$ cat config.mk
export PLATFORM = sky130hd
export DESIGN_NAME = display_page_scheduler
export DESIGN_NICKNAME = d
export VERILOG_FILES = /design/src/rtl/display_page_scheduler.sv
export SDC_FILE = /design/constraint.sdc
export NUM_CORES = 1
export LEC_CHECK = 0
export CAP_MARGIN = 15
export CORE_MARGIN = 2
export CORE_UTILIZATION = 52
export CTS_CLUSTER_DIAMETER = 30
export DETAILED_ROUTE_END_ITERATION = 6
export PLACE_DENSITY_LB_ADDON = 0.12
export SLEW_MARGIN = 10
export SYNTH_ARGS = -nofsm -noshare
export SYNTH_HDL_FRONTEND = slang
export SYNTH_SLANG_ARGS = --single-unit
$ cat constraint.sdc
create_clock -name clk -period 2.35 [get_ports clk]
set_clock_uncertainty 0.05 [all_clocks]
set_input_delay 0.47 -clock clk [delete_from_list [all_inputs] [get_ports clk]]
set_output_delay 0.47 -clock clk [all_outputs]
set_load 0.05 [all_outputs]
$ cat src/rtl/display_page_scheduler.sv
// display_page_scheduler - debounced page button, periodic display value latch, stretched beat LED.
module display_page_scheduler #(
  parameter int REFRESH_DIV     = 500000,
  parameter int DEBOUNCE_CYCLES = 1000000,
  parameter int BEAT_STRETCH    = 5000000
) (
  input  logic        clk,
  input  logic        reset,
  input  logic        key_n,
  input  logic [15:0] bpm_in,
  input  logic [15:0] strength_in,
  input  logic [31:0] flux_in,
  input  logic        beat_pulse,
  output logic [15:0] value_out,
  output logic [1:0]  page_out,
  output logic        value_update,
  output logic        beat_led
);

  localparam int RW = $clog2(REFRESH_DIV);
  localparam int DW = $clog2(DEBOUNCE_CYCLES);
  localparam int BW = $clog2(BEAT_STRETCH + 1);
  localparam logic [RW-1:0] REF_LAST  = RW'(REFRESH_DIV - 1);
  localparam logic [DW-1:0] DB_LAST   = DW'(DEBOUNCE_CYCLES - 1);
  localparam logic [BW-1:0] BEAT_LOAD = BW'(BEAT_STRETCH);

  typedef enum logic [1:0] {IDLE, PRESS_WAIT, HELD, RELEASE_WAIT} db_state_t;

  db_state_t      state, state_next;
  logic           key_meta, key_s;
  logic [DW-1:0]  db_cnt;
  logic           db_clr, press;
  logic [RW-1:0]  ref_cnt;
  logic           tick;
  logic [BW-1:0]  beat_cnt;
  logic [1:0]     page_next;
  logic [15:0]    flux_sat, src_cur, src_new;

  function automatic logic [15:0] page_src(input logic [1:0] p, input logic [15:0] bpm,
                                           input logic [15:0] str, input logic [15:0] flx);
    case (p)
      2'd0:    page_src = bpm;
      2'd1:    page_src = str;
      default: page_src = flx;
    endcase
  endfunction

  always_ff @(posedge clk) begin
    if (reset) begin
      key_meta <= 1'b1;
      key_s    <= 1'b1;
    end else begin
      key_meta <= key_n;
      key_s    <= key_meta;
    end
  end

  always_ff @(posedge clk) begin
    if (reset) begin
      state  <= IDLE;
      db_cnt <= '0;
    end else begin
      state <= state_next;
      if (db_clr)
        db_cnt <= '0;
      else if ((state == PRESS_WAIT || state == RELEASE_WAIT) && db_cnt != DB_LAST)
        db_cnt <= db_cnt + DW'(1);
    end
  end

  always_comb begin
    state_next = state;
    db_clr     = 1'b0;
    press      = 1'b0;
    case (state)
      IDLE: begin
        if (!key_s) begin
          state_next = PRESS_WAIT;
          db_clr     = 1'b1;
        end
      end
      PRESS_WAIT: begin
        if (key_s) begin
          state_next = IDLE;
        end else if (db_cnt == DB_LAST) begin
          state_next = HELD;
          press      = 1'b1;
        end
      end
      HELD: begin
        if (key_s) begin
          state_next = RELEASE_WAIT;
          db_clr     = 1'b1;
        end
      end
      RELEASE_WAIT: begin
        if (!key_s)
          state_next = HELD;
        else if (db_cnt == DB_LAST)
          state_next = IDLE;
      end
      default: state_next = IDLE;
    endcase
  end

  // Flux wider than 16 bits pins the display at all-ones rather than showing a wrapped value.
  assign flux_sat  = (flux_in[31:16] == 16'd0) ? flux_in[15:0] : 16'hFFFF;
  assign page_next = (page_out == 2'd2) ? 2'd0 : page_out + 2'd1;
  assign src_cur   = page_src(page_out, bpm_in, strength_in, flux_sat);
  assign src_new   = page_src(page_next, bpm_in, strength_in, flux_sat);
  assign tick      = (ref_cnt == REF_LAST);

  // A press overrides a coincident tick: the new page is shown immediately and refresh restarts.
  always_ff @(posedge clk) begin
    if (reset) begin
      page_out     <= 2'd0;
      value_out    <= 16'd0;
      value_update <= 1'b0;
      ref_cnt      <= '0;
    end else begin
      value_update <= 1'b0;
      if (press) begin
        page_out     <= page_next;
        value_out    <= src_new;
        value_update <= 1'b1;
        ref_cnt      <= '0;
      end else begin
        ref_cnt <= tick ? '0 : ref_cnt + RW'(1);
        if (tick) begin
          value_out    <= src_cur;
          value_update <= 1'b1;
        end
      end
    end
  end

  always_ff @(posedge clk) begin
    if (reset) begin
      beat_cnt <= '0;
      beat_led <= 1'b0;
    end else if (beat_pulse) begin
      beat_cnt <= BEAT_LOAD;
      beat_led <= 1'b1;
    end else if (beat_cnt != '0) begin
      beat_cnt <= beat_cnt - BW'(1);
      if (beat_cnt == BW'(1))
        beat_led <= 1'b0;
    end
  end

endmodule

==> impl_results.md <==
* Slew @ Worst Pin at 0.684 ns
* Commonest non-fill, non-tap cells in the layout: 86 x dfxtp_1, 86 x clkdlybuf4s50_1, 66 x nor2_1
* H-tree levels at 3
* Final Hold Fails at 0
* Global Route Usage Sum at 24.9%
* Final cycle utilization of the critical path at 91.8%
* Worst hold path class: reg2reg
* Syn Std Cell Area at 4410 µm²
* Setup TNS at 0 ns
* Dpl ws at 0.00130 ns
* DRT Wirelength at 10,900 µm
* Synth top area cells: dfxtp_1 39%, xor2_1 7.9%, nor3_1 6.7%
* Pwr Total at 3.04 mW
* Max Clk Rate at 464 MHz
* DRC viols at 0
* Gpl congestion at 0.816
* Startpoint types: flip-flop
* EDFF count, synth at 0
* CP Cell Sequence: clkdlybuf4s50_1
* Dpl cell area at 5470 µm²
* Tmin final at 2.16 ns
* IO buf count at 87
* TritonCTS clock tree: yes
* Worst Slack Setup Final at 0.193 ns
* I/O pin total at 88
* Pre-Repair DR Iteration Count at 4
* Ys Warns at 0
* Net count, final at 681
* Post-synth top area share at 39.1%
* Post-CTS Resized at 0
* Max Root-Sink Buffers at 2
* Async SR Flop Fraction at 0%
* Crit-path max FO at 5
* Pleak at 1.95 nW
* Cell taking the most area after synthesis: dfxtp_1
* Max cap viols at 0
* Die height at 96.1 µm
* Die area at 9230 µm²
* Setup CP Type: reg2out
* Top delay family on crit path: buffers and inverters
* Register bit count reported by yosys at 86
* Peak supply drop at 298 µV
* Area delta synth->final at 28.8%
* Netlist cell types at 43
* CTS Sinks at 86
* Via count at 4,198
* Req. time, crit path at 1.83 ns
* Main flop type after synthesis: dfxtp_1
* CP max-delay cell: clkdlybuf4s50_1
* Slew HR at 54.2%
* CTS clock-pin slew for the worst setup and hold paths at 0.09 ns
* Max stage delay on crit path at 0.86 ns
* Cells after Synth at 522
* Syn avg cell area at 8.44 µm²
* Core region area at 8220 µm²
* Worst Path Buf+Inv at 1
* Antenna Cells at 0
* Pwr dens at 535 nW/µm²
* Die W at 96.1 µm
* Initial core utilization at 53.6%
* CTS buffer count at 9
* WL/cell at 15.2 µm
* Antenna violations before repair at 0
* Cell area after layout at 5680 µm²
* Post-DRT Antenna Nets at 0
* CP Capture Type: output pin
* Outcome: complete, no violations
* # Post-CTS Setup Buffers at 0
* Register area share after synthesis at 39.1%
* Via/cell ratio at 5.84
* Syn Nets at 594
* Max-slew violations at 0
* FP Rows at 33
* Final setup fails at 0
* Final HPWL from detailed placement at 7670 µm
* Post-CTS Hold Buffers at 0
* Clk root buf: clkbuf_8
* Critical Path AT at 1.64 ns
* Initial DRC Count at 171
* Share of layout cells above drive strength 1 at 7.17%
* Gr ovfl total at 0
* RSZ-0062 raised after global routing: no
* Worst-Skew Late Latency at 0.36 ns
* Vias in the first global route at 4,025
* Pin count of the biggest net entering global routing at 34
* First-pass GRT wire length at 18,200 µm
-- metrics by stage --
step	hold slack, ns	utilization (%)	instances
after global placement	0.375	66.6	703
after CTS	0.405	69.1	719
after detailed placement	0.369	66.6	703
after global routing	0.424	69.1	719
final	0.412	69.1	719
after floorplan	0.339	-	522
-- cell usage after synthesis (3+ instances only) --
cell type,number
o22ai_1,15
clkbuf_1,24
nand2_1,18
o21ai_0,9
a221o_1,16
mux2i_1,18
inv_1,8
or3_1,6
and4_1,3
xnor2_1,11
o211ai_1,13
nand4_1,13
ha_1,4
nor2b_1,4
xor2_1,40
nor2_1,66
nand3_1,19
dfxtp_1,86
nand4b_1,5
nor4_1,11
and3_1,6
or4_1,3
or2_2,3
a21oi_1,34
nor3_1,59
-- path summary, 6_finish.rpt --
kind,start,cells after the start,slack [ns],endpoint
max,page_out[1],1,0.19,page_out[1]
min,key_meta,1,0.41,key_s
max reg2reg,page_out[1],5,0.21,value_out[12]
min reg2reg,key_meta,1,0.41,key_s
-- metal layers --
metal | vias to the layer above | global-route usage, % | wire (µm)
met4 | 0 | 11.0 | 264
met5 | - | 0 | 0
met2 | 112 | 40.9 | 5160
li1 | 2098 | - | -
met1 | 1969 | 31.2 | 4920
met3 | 19 | 5.40 | 581
-- state kept, by name, summed over array words and instances, names as in the netlist, 2 cells and up, named ones only --
| name | count |
|---|---|
| page_out | 2 |
| ref_cnt | 19 |
| value_out | 16 |
| beat_cnt | 23 |
| db_cnt | 20 |
-- area by class of cell --
cell class	instances	area, µm²
Fill cell	658	2540
Multi-Input combinational cell	398	2530
Sequential cell	86	1720
Timing Repair Buffer	106	1060
Tap cell	105	131
Clock buffer	9	124
Clock inverter	7	85.1
Inverter	8	30.0
-- cell families (layout without fill, tap and decap cells) --
family,count (synthesis),count (layout),synth area share (%)
simple gates,229,229,26.9
buf+inv,38,130,3.63
compound gates,95,95,14.8
flops,86,86,39.1
fa+ha+maj,4,4,1.14
xor+xnor,51,51,10.1
mux,19,19,4.34
-- power breakdown --
| group | switching, mW | internal [mW] |
|---|---|---|
| Clock | 0.572 | 0.505 |
| Combinational | 0.204 | 0.225 |
| Sequential | 0.0383 | 1.49 |
(Power assumes the default switching activity.)
